`config.mk`:
```
export PLATFORM = sky130hd
export DESIGN_NAME = mem_stage
export DESIGN_NICKNAME = d
export VERILOG_FILES = /design/src/rtl/mem_stage_pkg.sv /design/src/rtl/mem_align.sv /design/src/rtl/mem_stage.sv
export SDC_FILE = /design/constraint.sdc
export NUM_CORES = 1
export LEC_CHECK = 0
export ABC_AREA = 1
export BUFFER_PORTS_ARGS = -buffer_cell sky130_fd_sc_hd__buf_2
export CORE_ASPECT_RATIO = 1.1
export CORE_MARGIN = 1.5
export CORE_UTILIZATION = 45
export CTS_CLUSTER_DIAMETER = 150
export DETAILED_ROUTE_END_ITERATION = 8
export PLACE_DENSITY_LB_ADDON = 0.2
export SYNTH_ARGS = -nofsm -noshare
export SYNTH_HDL_FRONTEND = slang
export SYNTH_SLANG_ARGS = --single-unit
```
`constraint.sdc`:
```
create_clock -name clk -period 4 [get_ports clk]
set_input_delay 1 -clock clk [delete_from_list [all_inputs] [get_ports clk]]
set_output_delay 1 -clock clk [all_outputs]
set_load 0.02 [all_outputs]
```
`src/rtl/mem_stage_pkg.sv`:
```
// Shared encodings for the memory-access stage: op codes, FSM states and
// small decode helpers used by both the stage and its alignment unit.
package mem_stage_pkg;

  localparam int unsigned MEM_OP_BUS = 4;

  typedef enum logic [MEM_OP_BUS-1:0] {
    OP_NOP = 4'd0,
    OP_LB  = 4'd1,
    OP_LBU = 4'd2,
    OP_LH  = 4'd3,
    OP_LHU = 4'd4,
    OP_LW  = 4'd5,
    OP_SB  = 4'd6,
    OP_SH  = 4'd7,
    OP_SW  = 4'd8
  } mem_op_e;

  localparam logic [1:0] S_IDLE = 2'd0;
  localparam logic [1:0] S_REQ  = 2'd1;
  localparam logic [1:0] S_WAIT = 2'd2;
  localparam logic [1:0] S_DONE = 2'd3;

  // Codes 9..15 are unused and behave as NOP.
  function automatic logic is_mem_op(input logic [MEM_OP_BUS-1:0] op);
    return (op >= OP_LB) && (op <= OP_SW);
  endfunction

  function automatic logic is_store(input logic [MEM_OP_BUS-1:0] op);
    return (op == OP_SB) || (op == OP_SH) || (op == OP_SW);
  endfunction

  function automatic logic is_misaligned(input logic [MEM_OP_BUS-1:0] op,
                                         input logic [1:0]            off);
    case (op)
      OP_LH, OP_LHU, OP_SH: return off[0];
      OP_LW, OP_SW:         return off != 2'b00;
      default:              return 1'b0;
    endcase
  endfunction

endpackage

```
`src/rtl/mem_align.sv`:
```
// Byte-lane steering: store strobes and lane replication, load lane
// extraction with sign/zero extension, and the misalignment check.
module mem_align
  import mem_stage_pkg::*;
#(
  parameter int DATA_W = 32
) (
  input  logic [MEM_OP_BUS-1:0] op,
  input  logic [1:0]            byte_off,
  input  logic [DATA_W-1:0]     store_data,
  input  logic [DATA_W-1:0]     rdata,
  output logic [3:0]            strb,
  output logic [DATA_W-1:0]     wdata,
  output logic [DATA_W-1:0]     load_data,
  output logic                  misaligned
);

  logic [7:0]  lane_b;
  logic [15:0] lane_h;

  always_comb begin
    lane_b     = rdata[{byte_off, 3'b000} +: 8];
    lane_h     = byte_off[1] ? rdata[31:16] : rdata[15:0];
    strb       = '0;
    wdata      = '0;
    load_data  = '0;
    misaligned = is_misaligned(op, byte_off);
    case (op)
      OP_LB:  begin strb = '1; load_data = {{(DATA_W-8){lane_b[7]}}, lane_b};   end
      OP_LBU: begin strb = '1; load_data = {{(DATA_W-8){1'b0}}, lane_b};        end
      OP_LH:  begin strb = '1; load_data = {{(DATA_W-16){lane_h[15]}}, lane_h}; end
      OP_LHU: begin strb = '1; load_data = {{(DATA_W-16){1'b0}}, lane_h};       end
      OP_LW:  begin strb = '1; load_data = rdata;                               end
      OP_SB:  begin
        strb  = 4'b0001 << byte_off;
        wdata = {(DATA_W/8){store_data[7:0]}};
      end
      OP_SH:  begin
        strb  = byte_off[1] ? 4'b1100 : 4'b0011;
        wdata = {(DATA_W/16){store_data[15:0]}};
      end
      OP_SW:  begin strb = '1; wdata = store_data; end
      default: ;
    endcase
  end

endmodule

```
`src/rtl/mem_stage.sv`:
```
// Memory-access stage with folded MEM/WB register: issues loads/stores on an
// SRAM-like request/response bus and stalls upstream while a access is open.
module mem_stage
  import mem_stage_pkg::*;
#(
  parameter int DATA_W     = 32,
  parameter int ADDR_W     = 32,
  parameter int REG_ADDR_W = 5
) (
  input  logic                  clk,
  input  logic                  rst,
  input  logic [DATA_W-1:0]     mem_reg_write_data,
  input  logic [REG_ADDR_W-1:0] mem_reg_write_addr,
  input  logic                  mem_reg_write_en,
  input  logic [3:0]            mem_op,
  input  logic [ADDR_W-1:0]     mem_addr,
  input  logic [DATA_W-1:0]     mem_store_data,
  output logic                  stall_req,
  output logic                  addr_err,
  output logic                  data_req,
  output logic                  data_wr,
  output logic [ADDR_W-1:0]     data_addr,
  output logic [3:0]            data_strb,
  output logic [DATA_W-1:0]     data_wdata,
  input  logic                  data_addr_ok,
  input  logic                  data_data_ok,
  input  logic [DATA_W-1:0]     data_rdata,
  output logic [DATA_W-1:0]     wb_reg_write_data,
  output logic [REG_ADDR_W-1:0] wb_reg_write_addr,
  output logic                  wb_reg_write_en
);

  logic [1:0]            state;
  logic [3:0]            op_q;
  logic [1:0]            off_q;
  logic [REG_ADDR_W-1:0] waddr_q;
  logic                  wen_q;
  logic [DATA_W-1:0]     ld_q;

  logic [3:0]            align_op;
  logic [1:0]            align_off;
  logic [3:0]            align_strb;
  logic [DATA_W-1:0]     align_wdata;
  logic [DATA_W-1:0]     align_load;
  logic                  align_mis;

  // One alignment unit serves both phases: in IDLE it decodes the incoming op
  // (strobes, replication, misalignment); afterwards it extracts the load lane
  // for the captured op so rdata can be reduced the cycle it arrives.
  always_comb begin
    align_op  = (state == S_IDLE) ? mem_op        : op_q;
    align_off = (state == S_IDLE) ? mem_addr[1:0] : off_q;
  end

  mem_align #(.DATA_W(DATA_W)) u_align (
    .op         (align_op),
    .byte_off   (align_off),
    .store_data (mem_store_data),
    .rdata      (data_rdata),
    .strb       (align_strb),
    .wdata      (align_wdata),
    .load_data  (align_load),
    .misaligned (align_mis)
  );

  always_comb begin
    data_req  = (state == S_REQ);
    stall_req = ((state == S_IDLE) && is_mem_op(mem_op) && !align_mis)
              || (state == S_REQ) || (state == S_WAIT);
  end

  always_ff @(posedge clk) begin
    if (rst) begin
      state             <= S_IDLE;
      op_q              <= '0;
      off_q             <= '0;
      waddr_q           <= '0;
      wen_q             <= 1'b0;
      ld_q              <= '0;
      data_wr           <= 1'b0;
      data_addr         <= '0;
      data_strb         <= '0;
      data_wdata        <= '0;
      addr_err          <= 1'b0;
      wb_reg_write_data <= '0;
      wb_reg_write_addr <= '0;
      wb_reg_write_en   <= 1'b0;
    end else begin
      addr_err <= 1'b0;
      case (state)
        S_IDLE: begin
          if (!is_mem_op(mem_op)) begin
            wb_reg_write_data <= mem_reg_write_data;
            wb_reg_write_addr <= mem_reg_write_addr;
            wb_reg_write_en   <= mem_reg_write_en;
          end else if (align_mis) begin
            addr_err        <= 1'b1;
            wb_reg_write_en <= 1'b0;
          end else begin
            op_q            <= mem_op;
            off_q           <= mem_addr[1:0];
            waddr_q         <= mem_reg_write_addr;
            wen_q           <= mem_reg_write_en;
            data_wr         <= is_store(mem_op);
            data_addr       <= {mem_addr[ADDR_W-1:2], 2'b00};
            data_strb       <= align_strb;
            data_wdata      <= align_wdata;
            wb_reg_write_en <= 1'b0;
            state           <= S_REQ;
          end
        end
        S_REQ: begin
          if (data_addr_ok) begin
            if (data_data_ok) begin
              ld_q  <= align_load;
              state <= S_DONE;
            end else begin
              state <= S_WAIT;
            end
          end
        end
        S_WAIT: begin
          if (data_data_ok) begin
            ld_q  <= align_load;
            state <= S_DONE;
          end
        end
        S_DONE: begin
          state <= S_IDLE;
          if (is_store(op_q)) begin
            wb_reg_write_en <= 1'b0;
          end else begin
            wb_reg_write_data <= ld_q;
            wb_reg_write_addr <= waddr_q;
            wb_reg_write_en   <= wen_q;
          end
        end
        default: state <= S_IDLE;
      endcase
    end
  end

endmodule

```
After elaboration in Yosys (flattened, before gate mapping) --
Index checks and enable logic that the tools add are counted. Widths: inputs -> output; s select.
Storage, ports and cells: bits in registers 152, word-level logic and storage cells 93, output and inout bits 110
Cells by class: reductions and logical operators 22, $lt $le $gt $ge 2, shift operators 2, bitwise operators 3, mux-type cells 27, equal/unequal tests 23
Operators by type and width (number):
- $pmux 32 s5 | 1
- $mux 32 | 4
- $pmux 32 s2 | 2
- $pmux 32 s3 | 1
- $eq 4x3->1 const B | 8
- $shiftx 32x6->8 | 1
- $mux 16 | 1
- $eq 4x4->1 const B | 3
- $pmux 4 s3 | 1
- $mux 2 | 5
- $mux 5 | 2
- $pmux 5 s2 | 1
- $eq 4x2->1 const B | 2
- $mux 4 | 2
- $ne 2x2->1 const B | 4
- $pmux 2 s4 | 1
- $logic_or 1x1->1 | 6
- $reduce_and 3->1 | 2
- $reduce_bool 2->1 | 3
- $reduce_or 3->1 | 2
- $reduce_or 6->1 | 1
- $eq 2x2->1 const B | 2
- $eq 4x1->1 const B | 1
- $ge 4x1->1 const B | 1
- 13 further kinds | 22

Depth between registers and ports, before layout --
Gate-level depths: netlist (run 1).
word-level depth 9, gate-level depth with buffers 15

Modules after synthesis --
Synthesis (run 1) repeated with hierarchy kept, for this count alone.
Second synthesis, totals: cell total of the unflattened synthesis 1261, area total of the unflattened synthesis 8012.7 µm²
By module, submodules not included:
- mem_stage | area each 6552.5 µm², sequential area each 3042.9 µm², instances 1, cells an instance 924
- mem_align | area each 1460.2 µm², sequential area each 0.0 µm², instances 1, cells an instance 337

Worst setup path after synthesis (run 1) --
No wires, ideal clock.
path type input -> output, start input mem_op[2], end output stall_req, arrival 2100 ps, required time 3000 ps, slack 900 ps, cell stages on the path 12, cell sequence inv_1 > nand2_1 > nand2_2 > nor2_8 > nand2_4 > nand2_2 > nand2_2 > nand2_4 > nor2_8 > inv_4 > buf_4 > nand2_1
Between the ends: word-level cells in the longest chain between the ends 8
Ends and longest elaborated chain:
- from (decl) | line mem_stage.sv:15 | input logic [3:0] mem_op,
- $mux 4 | line mem_stage.sv:51 | align_op = (state == S_IDLE) ? mem_op : op_q;
- $eq 4x3->1, or another cell as far along | line mem_stage_pkg.sv:35 | case (op)
- $reduce_or 3->1 / $reduce_or 2->1 (equally long branches) | line mem_stage_pkg.sv:35
- $pmux 1 s2 | line mem_stage_pkg.sv:35
- $logic_not 1->1 | line mem_stage.sv:68 | stall_req = ((state == S_IDLE) && is_mem_op(mem_op) && !align_mis)
- $logic_and 1x1->1 * | line mem_stage.sv:68
- $logic_or 1x1->1 * (2 in series) | line mem_stage.sv:69 | || (state == S_REQ) || (state == S_WAIT);
- to (decl) | line mem_stage.sv:18 | output logic stall_req,
Mark *: on every way between the ends. The rest lies on a longest branch, timed or not.

Worst setup path after layout (run 1) --
start register state[0], end output stall_req
Between the ends: word-level cells in the longest chain between the ends 9
Ends and longest elaborated chain:
- from (decl) | line mem_stage.sv:33 | logic [1:0] state;
- from (signal assigned) | line mem_stage.sv:74 | state <= S_IDLE;
- from (signal assigned) | line mem_stage.sv:109 | state <= S_REQ;
- from (signal assigned) | line mem_stage.sv:116 | state <= S_DONE;
- $logic_not 2->1 | line mem_stage.sv:51, mem_stage.sv:52, mem_stage.sv:68
- $mux 4 | line mem_stage.sv:51
- $eq 4x3->1, or another cell as far along | line mem_stage_pkg.sv:35
- $reduce_or 3->1 / $reduce_or 2->1 (equally long branches) | line mem_stage_pkg.sv:35
- $pmux 1 s2 | line mem_stage_pkg.sv:35
- $logic_not 1->1 | line mem_stage.sv:68
- $logic_and 1x1->1 | line mem_stage.sv:68
- $logic_or 1x1->1 | line mem_stage.sv:69
- $logic_or 1x1->1 * | line mem_stage.sv:69
Marks and branches as above.

==> results.json, run 1 <==
{
  "status": "finished, final reports clean",
  "hold_buffers": 0,
  "slew_violations": 0,
  "min_path_cells": 2,
  "cts_buffer_depth": 2,
  "ys_warn_count": 0,
  "synth-seq-cells": 152,
  "synthAdderAreaFrac_pct": 0.677,
  "synth_compound_area_share_pct": 16.1,
  "synth_top_area_cell": "dfxtp_1",
  "initial_core_util_pct": 46.6,
  "wire_per_inst_um": 14.0,
  "startpoint_type": "flip-flop",
  "avgSynthCellArea_um2": 6.56,
  "htreeDepth": 4,
  "worst_pin_slew_ps": 1170,
  "antenna_found_initial": 2,
  "routed_via_density": 5.06,
  "synth_top_area_share_pct": 41.2,
  "ctsRootBufferMaster": "clkbuf_16",
  "dr.pass1.iters": 7,
  "final_hold_viol_count": 0,
  "dr_total_vias": 7840,
  "final_cell_area_um2": 9240,
  "synthMuxAreaShare_pct": 0,
  "fmax_mhz": 273,
  "synth-edff-count": 0,
  "yosys-top-cells-area": "dfxtp_1 (41%), nand2_1 (19%), o21ai_0 (7.9%)",
  "leakagePower_nw": 4.71,
  "clkSinkCount": 152,
  "power.density_nw_per_um2": 805,
  "grt_usage_pct": 25.1,
  "relSlewSlack_pct": 22.0,
  "maxCapViolCount": 0,
  "fin_crit_sh_pct": 91.5,
  "arrival_ps": 2660,
  "tritoncts": "done",
  "synth_seq_area_share_pct": 41.2,
  "core_area_um2": 15900,
  "period_needed_ps": 3660,
  "ys_types": 34,
  "chipWidth_um": 125,
  "grt_pass1_vias": 7272,
  "place_area_um2": 8630,
  "io_pins": 252,
  "routed_wl_um": 21700,
  "ir_worst_vdd_mv": 0.433,
  "postCtsSetupRepairBufs": 0,
  "required_ps": 3000,
  "clock_latency_ps": 420,
  "dieArea_um2": 17200,
  "drive_above_1_share_pct": 24.0,
  "postSynthCellCount": 1127,
  "hpwl_um": 15000,
  "fp.dieH_um": 137,
  "portBuffers": 249,
  "first_iter_violations": 463,
  "clk_pin_slew_ps": 60,
  "setup_viol": 0,
  "min_path_type": "flip-flop to flip-flop",
  "postRouteAntennaNets": 0,
  "rsz0062_at_grt": "no",
  "fill_cells": 1597,
  "synth_top_family_by_area": "simple AND/OR/NAND/NOR gates",
  "critPathMaxFanout": 15,
  "synthSimpleGateAreaFrac_pct": 33.1,
  "worst_setup_path_end_kind": "output port",
  "drc_errors": 0,
  "clock_skew_ps": 8.84,
  "crit_type": "flip-flop to output port",
  "yosysMostFrequentCell": "nand2_1",
  "fin_nets": 1481,
  "area_delta_synth_final_pct": 25.1,
  "gp_congestion": 0.896,
  "ys_async_sr_fraction_pct": 0,
  "tns_ps": 0,
  "grt-ovfl-total": 0,
  "ys.flop_type": "dfxtp_1",
  "rows": 48,
  "synth_commonest_cells": "nand2_1 (369), dfxtp_1 (152), nor2_1 (131)",
  "netlist_area_um2": 7390,
  "cts_buffers": 17,
  "grt_pass1_wl_um": 35100,
  "synth_xor_area_share_pct": 0,
  "grt_max_degree": 80,
  "r2r.worst_path.cells": 15
}
[final timing paths]
| check | from | endpoint | slack, ps |
|---|---|---|---|
| max | state[0]$_SDFFE_PP0P_ | stall_req | 340 |
| min reg2reg | wb_reg_write_data[4]$_SDFFE_PP0P_ | wb_reg_write_data[4]$_SDFFE_PP0P_ | 440 |
| min | wb_reg_write_data[4]$_SDFFE_PP0P_ | wb_reg_write_data[4]$_SDFFE_PP0P_ | 440 |
| max reg2reg | state[0]$_SDFFE_PP0P_ | data_wdata[4]$_SDFFE_PP0P_ | 930 |
[through the flow]
step,setup WS [ps],power (W),cells,hold WS (ps),util (%)
5_1_grt,142,0.00801,1549,456,58.3
3_5_place_dp,627,0.00583,1516,432,54.5
2_1_floorplan,900,0.00491,1128,439,-
6_report,340,0.00744,1550,438,58.3
4_1_cts,155,0.00748,1548,441,58.3
3_3_place_gp,709,0.00579,1516,428,54.5
[power breakdown]
part           total, W  switching (W)  internal, W
Sequential      0.00227       0.000237      0.00203
Combinational   0.00354        0.00247      0.00107
Clock           0.00163       0.000648     0.000986
[registers in the layout, indices dropped and copies added, names as in the netlist]
register and flops:
addr_err 1, data_addr 30, data_strb 4, data_wdata 32, data_wr 1, ld_q 32, off_q 2, op_q 4
state 2, waddr_q 5, wb_reg_write_addr 5, wb_reg_write_data 32, wb_reg_write_en 1, wen_q 1
[worst max-delay path, cell delays in order (launching register included)]
cell and delay, ps:
dfxtp_1 330, inv_1 150, ha_2 380, inv_2 140, nand2_1 100, nand2_2 200, nor2_1 270, nand2_4 120
nand2_2 90, nand2_2 70, nand2_4 90, nor2_8 40, inv_4 50, nand2_1 40, buf_2 160
[layer usage]
metal,global-route usage (%),up-vias,wire [um]
met5,0,-,0
met4,8.78,0,437
met3,5.90,28,1380
met2,42.9,251,10400
met1,31.2,3561,9440
li1,-,4000,-
[repair_timing]
item | 4_1_cts | 5_1_grt
resized for setup | 0 | 1
endpoints found under the setup margin | 0 | 1
endpoints found under the hold margin | 0 | 0
[layout make-up]
| class | instances | area [um2] | area share, % |
|---|---|---|---|
| Inverter | 81 | 307 | 3.32 |
| Tap cell | 200 | 250 | 2.71 |
| Clock buffer | 22 | 484 | 5.24 |
| Multi-Input combinational cell | 824 | 3700 | 40.1 |
| Sequential cell | 152 | 3040 | 32.9 |
| Antenna cell | 2 | 5.00 | 0.0541 |
| Timing Repair Buffer | 259 | 1330 | 14.4 |
| Clock inverter | 10 | 118 | 1.27 |
[cell families (layout without fill, tap and decap cells)]
kind of cell,count (synthesis),after routing
adders and majority gates,4,4
DFF,152,152
AOI/OAI and AO/OA,227,227
buffers and inverters,152,372
and+or+nand+nor,591,591
other,1,4
[cell usage in the layout (no fill, tap or decap), types with 8 or more instances in the layout]
cell type | Yosys | routed
a21oi_1 | 87 | 87
a31oi_1 | 8 | 8
buf_2 | 11 | 249
buf_4 | 10 | 9
clkbuf_16 | 0 | 17
dfxtp_1 | 152 | 152
inv_1 | 76 | 75
nand2_1 | 369 | 369
nand2_2 | 10 | 10
nand3_1 | 51 | 50
nand3b_1 | 9 | 9
nand4_1 | 8 | 8
nor2_1 | 131 | 131
o21ai_0 | 116 | 116
(Power assumes the default switching activity.)
==> inputs of run 2 (changes only) <==
--- a/config.mk
+++ b/config.mk
@@ -6,7 +6,7 @@
 export NUM_CORES = 1
 export LEC_CHECK = 0
 export ABC_AREA = 1
-export BUFFER_PORTS_ARGS = -buffer_cell sky130_fd_sc_hd__buf_2
+export BUFFER_PORTS_ARGS = -buffer_cell sky130_fd_sc_hd__buf_4
 export CORE_ASPECT_RATIO = 1.1
 export CORE_MARGIN = 1.5
 export CORE_UTILIZATION = 45
==> results.json, run 2 (synthesis results as in run 1) <==
{
  "slew_violations": 0,
  "post-route-util_pct": 62.4,
  "total_power_w": 0.00783,
  "portBuffers": 249,
  "cts_buffer_depth": 2,
  "clock_skew_ps": 10.1,
  "htreeDepth": 4,
  "grt_pass1_wl_um": 34900,
  "dr.pass1.iters": 5,
  "n_antenna_cell": 0,
  "arrival_ps": 2650,
  "io_pins": 252,
  "required_ps": 3000,
  "power_frac_clock_pct": 21.8,
  "worst_setup_path_end_kind": "output port",
  "power.switching_w": 0.00339,
  "power.density_nw_per_um2": 792,
  "routed_via_density": 5.02,
  "ctsRootBufferMaster": "clkbuf_16",
  "setup_viol": 0,
  "layout_commonest_cell": "nand2_1",
  "period_needed_ps": 3650,
  "maxCapViolCount": 0,
  "leakagePower_nw": 4.87,
  "worst_pin_slew_ps": 1170,
  "ir_worst_vdd_mv": 0.396,
  "grt_usage_pct": 25.0,
  "cts_buffers": 17,
  "drc_errors": 0,
  "postRouteAntennaNets": 0,
  "wire_per_inst_um": 14.1,
  "grt_pass1_vias": 7248,
  "rows": 48,
  "clk_pin_slew_ps": 60,
  "crit_type": "flip-flop to output port",
  "grt_max_degree": 80,
  "p_comb_share_pct": 48.9,
  "startpoint_type": "flip-flop",
  "postCtsSetupRepairBufs": 0,
  "fin_nets": 1482,
  "dieArea_um2": 17200,
  "hpwl_um": 15100,
  "area_delta_synth_final_pct": 33.7,
  "tritoncts": "done",
  "critPathMaxFanout": 15,
  "fmax_mhz": 274,
  "chipWidth_um": 125,
  "first_iter_violations": 450,
  "grt-ovfl-total": 0,
  "seq_power_share_pct": 29.3,
  "dr_total_vias": 7778,
  "fp.dieH_um": 137,
  "status": "finished, final reports clean",
  "final_hold_viol_count": 0,
  "fin_crit_sh_pct": 91.3,
  "p_int_w": 0.00444,
  "clkSinkCount": 152,
  "relSlewSlack_pct": 21.9,
  "gp_congestion": 0.881,
  "routed_wl_um": 21900,
  "fill_cells": 1527,
  "antenna_found_initial": 0,
  "initial_core_util_pct": 46.6,
  "largestRegisters": "data_wdata x32, ld_q x32, wb_reg_write_data x32",
  "holdWs_ps": 443,
  "netSwitchingFraction_pct": 43.3,
  "min_path_type": "flip-flop to flip-flop",
  "rsz0062_at_grt": "no",
  "tns_ps": 0,
  "final_cell_mix": "nand2_1 (369), buf_4 (259), dfxtp_1 (152)",
  "core_area_um2": 15900,
  "hold_buffers": 0,
  "clock_latency_ps": 430,
  "drive_above_1_share_pct": 24.0
}
## run 2: changes by cell type in the layout (fill, tap and decap cells not counted), sizes merged
cell	before	now
bufinv	2	4
buf	259	260
diode	2	0
clkinv	3	4
clkinvlp	4	2
clkbuf	22	20
## run 2: layer usage
layer  part of all wire [%]  vias up  global-route usage, %  wire length (um)
li1                       -     4007                      -                 -
met1                     43     3505                   30.1              9430
met2                     49      234                   43.6             10600
met3                    6.1       32                   6.06              1330
met4                    2.3        0                   9.47               495
met5                      0        -                      0                 0
## run 2: final timing paths
path | slack, ps | endpoint | cells after the start | start
max reg2reg | 920 | data_strb[0]$_SDFFE_PP0P_ | 15 | state[0]$_SDFFE_PP0P_
min | 440 | wb_reg_write_data[31]$_SDFFE_PP0P_ | 2 | wb_reg_write_data[31]$_SDFFE_PP0P_
min reg2reg | 440 | wb_reg_write_data[31]$_SDFFE_PP0P_ | 2 | wb_reg_write_data[31]$_SDFFE_PP0P_
max | 350 | stall_req | 14 | state[0]$_SDFFE_PP0P_
## run 2: power by group through the flow
stage	registers, W	logic (W)	clock network [W]
after global routing	0.00236	0.00424	0.00179
after detailed placement	0.00232	0.00382	0
after global placement	0.00231	0.00379	0
final	0.00229	0.00382	0.00171
after CTS	0.00229	0.00384	0.00173
after floorplan	0.00280	0.00211	0
## run 2: critical path: stages, from the launching register on
cell,delay (ps)
dfxtp_1,330
inv_1,140
ha_2,380
inv_2,150
nand2_1,100
nand2_2,210
nor2_1,260
nand2_4,120
nand2_2,90
nand2_2,70
nand2_4,90
nor2_8,40
inv_4,60
nand2_1,40
buf_4,150
## run 2: per-stage QoR
| step | cells | worst slack (ps) | cell area (um2) |
|---|---|---|---|
| finish | 1548 | 347 | 9890 |
| global route | 1548 | 147 | 9890 |
| CTS | 1548 | 169 | 9880 |
| detailed placement | 1517 | 631 | 9270 |
| global placement | 1517 | 710 | 9270 |
| floorplan | 1128 | 900 | 7400 |
## run 2: cell type report
class	count	area (um2)	area share [%]
multi-input combinational	824	3700	37.5
sequential	152	3040	30.8
timing repair buffer	260	1960	19.9
clock buffer	20	447	4.52
inverter	81	307	3.10
tap	200	250	2.53
clock inverter	11	171	1.73
## run 2: timing repair
| action | CTS | global route |
|---|---|---|
| gates resized for setup | 0 | 1 |
| endpoints found under the setup margin | 0 | 1 |
| hold endpoints to repair | 0 | 0 |
==> inputs of run 3 (changes only) <==
--- a/config.mk
+++ b/config.mk
@@ -5,7 +5,7 @@
 export SDC_FILE = /design/constraint.sdc
 export NUM_CORES = 1
 export LEC_CHECK = 0
-export ABC_AREA = 1
+export ABC_CLOCK_PERIOD_IN_PS = 4000
 export BUFFER_PORTS_ARGS = -buffer_cell sky130_fd_sc_hd__buf_4
 export CORE_ASPECT_RATIO = 1.1
 export CORE_MARGIN = 1.5
==> results.json, run 3 <==
{
  "largestRegisters": "data_wdata x32, ld_q x32, wb_reg_write_data x32",
  "path_cells": "inv_1, ha_1, buf_4, and3b_1, o22ai_2, o21ai_4, nor3_4, or3_1, buf_4",
  "core_area_um2": 16900,
  "hpwl_um": 16700,
  "ys_warn_count": 0,
  "grt_pass1_wl_um": 38700,
  "synth_top_area_share_pct": 39.4,
  "setup_viol": 0,
  "seq_area_um2": 3040,
  "drc_errors": 0,
  "fill_cells": 1543,
  "routed_wl_um": 24500,
  "synth_top_area_cell": "dfxtp_1",
  "ff2ff_setup_slack_ps": 920,
  "multi_input_area_um2": 4200,
  "min_path_cells": 2,
  "yosys-top-cells-area": "dfxtp_1 (39%), mux2i_1 (7.5%), a211oi_1 (5.4%)",
  "synth_commonest_cells": "dfxtp_1 (152), nand2_1 (80), a21oi_1 (62)",
  "rows": 50,
  "worst_setup_path_end_kind": "output port",
  "p_int_w": 0.00445,
  "final_hold_viol_count": 0,
  "tns_ps": 0,
  "post-route-util_pct": 60.6,
  "portBuffers": 249,
  "postSynthCellCount": 862,
  "clk_pin_slew_ps": 60,
  "leakagePower_nw": 4.45,
  "ys_async_sr_fraction_pct": 0,
  "grt_pass1_vias": 7238,
  "r2r_end": "ld_q[31]$_SDFFE_PP0P_",
  "postCtsSetupRepairBufs": 0,
  "place_area_um2": 9640,
  "cts_resized": 0,
  "min_path_type": "flip-flop to flip-flop",
  "seq_power_share_pct": 28.6,
  "synth_seq_area_share_pct": 39.4,
  "netSwitchingFraction_pct": 41.7,
  "final_cell_mix": "buf_4 (272), dfxtp_1 (152), nand2_1 (80)",
  "ys.flop_type": "dfxtp_1",
  "grt_usage_pct": 26.9,
  "slew_violations": 0,
  "netlist_area_um2": 7730,
  "clock_latency_ps": 420,
  "fp.dieH_um": 140,
  "layoutNonFillerInstCount": 1279,
  "io_pins": 252,
  "clock_skew_ps": 9.11,
  "fin_nets": 1205,
  "layout_commonest_cell": "buf_4",
  "crit_slowest_cell": "ha_1",
  "synth-seq-cells": 152,
  "place_inst": 1248,
  "maxCapViolCount": 0,
  "tritoncts": "done",
  "yosysMostFrequentCell": "dfxtp_1",
  "htreeDepth": 4,
  "antenna_found_initial": 0,
  "ys_types": 78,
  "hold_buffers": 0,
  "cp_common_cell": "buf_4",
  "first_iter_violations": 651,
  "slowest_delay_ps": 490,
  "gp_congestion": 0.882,
  "area_delta_synth_final_pct": 32.4,
  "grt-ovfl-total": 0,
  "r2r.worst_path.cells": 9,
  "ir_worst_vdd_mv": 0.543,
  "relSlewSlack_pct": 44.0,
  "synth-edff-count": 0,
  "crit_type": "flip-flop to output port",
  "initial_core_util_pct": 45.8,
  "required_ps": 3000,
  "clkSinkCount": 152,
  "reg2reg_from": "state[1]$_SDFFE_PP0P_",
  "cts_buffers": 17,
  "grt_max_degree": 75,
  "worst_pin_slew_ps": 832,
  "drive_above_1_share_pct": 31.8,
  "arrival_ps": 2760,
  "dieArea_um2": 18000,
  "power_frac_clock_pct": 21.5,
  "startpoint_type": "flip-flop",
  "power.switching_w": 0.00319,
  "n_antenna_cell": 0,
  "power.density_nw_per_um2": 746,
  "p_comb_share_pct": 49.9,
  "hold_path_end": "data_strb[3]$_SDFFE_PP0P_",
  "postRouteAntennaNets": 0,
  "chipWidth_um": 128,
  "status": "finished, final reports clean",
  "min_from": "data_strb[3]$_SDFFE_PP0P_",
  "wire_per_inst_um": 19.1,
  "rsz0062_at_grt": "no",
  "fmax_mhz": 266,
  "period_needed_ps": 3760,
  "dr.pass1.iters": 6,
  "ctsRootBufferMaster": "clkbuf_16",
  "routed_via_density": 6.01,
  "final_cell_area_um2": 10200,
  "critPathMaxFanout": 17,
  "dr_total_vias": 7684,
  "fin_crit_sh_pct": 93.9,
  "avgSynthCellArea_um2": 8.97,
  "cts_buffer_depth": 2
}
## run 3: cell types whose count changed after synthesis, moves of 25 or more
cell / before / now
a211oi_1: 0 / 56
a21oi_1: 87 / 62
buf_2: 11 / 38
inv_1: 76 / 18
mux2i_1: 0 / 58
nand2_1: 369 / 80
nand3_1: 51 / 16
nand4_1: 8 / 48
nor2_1: 131 / 43
o21ai_0: 116 / 5
o31ai_1: 2 / 43
## run 3: worst max-delay path, delay by kind of cell, from the launching register on
| kind | cells | cell delay [ps] |
|---|---|---|
| adders and majority gates | 1 | 490 |
| and+or+nand+nor | 3 | 590 |
| AOI/OAI and AO/OA | 2 | 360 |
| buffers and inverters | 3 | 550 |
| DFF | 1 | 340 |
## run 3: metal layers
metal | global-route usage, % | up-vias | part of all wire (%)
met4 | 12.4 | 0 | 3.5
met1 | 37.1 | 3644 | 44
met5 | 0 | - | 0
met2 | 40.3 | 308 | 46
li1 | - | 3679 | -
met3 | 5.73 | 53 | 6.4
## run 3: final cells by class
type	count	area share, %
clock buffers	20	4.37
clock inverters	11	1.46
inverters	19	0.697
multi-input cells	596	41.0
flip-flops and latches	152	29.7
well taps	208	2.54
repair buffers	273	20.2
## run 3: through the flow
| step | total power, W | setup WS [ps] | hold slack, ps |
|---|---|---|---|
| 2_1_floorplan | 0.00480 | 455 | 442 |
| 3_3_place_gp | 0.00597 | 533 | 446 |
| 3_5_place_dp | 0.00600 | 511 | 451 |
| 4_1_cts | 0.00766 | 247 | 460 |
| 5_1_grt | 0.00811 | 27.8 | 474 |
| 6_report | 0.00763 | 245 | 459 |
## run 3: worst max path at each step
| stage | from | endpoint | depth (start not counted) |
|---|---|---|---|
| 2_1_floorplan | mem_op[0] | stall_req | 6 |
| 3_3_place_gp | mem_op[0] | stall_req | 6 |
| 3_5_place_dp | mem_op[0] | stall_req | 6 |
| 4_1_cts | state[1]$_SDFFE_PP0P_ | stall_req | 9 |
| 5_1_grt | state[1]$_SDFFE_PP0P_ | stall_req | 9 |
| 6_report | state[1]$_SDFFE_PP0P_ | stall_req | 9 |
## run 3: power by group through the flow
stage	clock network, W	logic, W	registers [W]
3_5_place_dp	0	0.00379	0.00221
6_report	0.00164	0.00381	0.00218
4_1_cts	0.00167	0.00381	0.00218
5_1_grt	0.00173	0.00415	0.00223
2_1_floorplan	0	0.00220	0.00260
3_3_place_gp	0	0.00377	0.00220
## run 3: logic make-up after synthesis
family | count (synthesis) | share of synthesized area [%]
multiplexers | 64 | 8.68
AO/OA/AOI/OAI | 292 | 28.3
XOR/XNOR | 2 | 0.227
AND/OR/NAND/NOR | 232 | 15.9
flip-flops | 152 | 39.4
other | 1 | 0.0485
buffers and inverters | 115 | 6.88
adder cells (fa/ha/maj) | 4 | 0.648
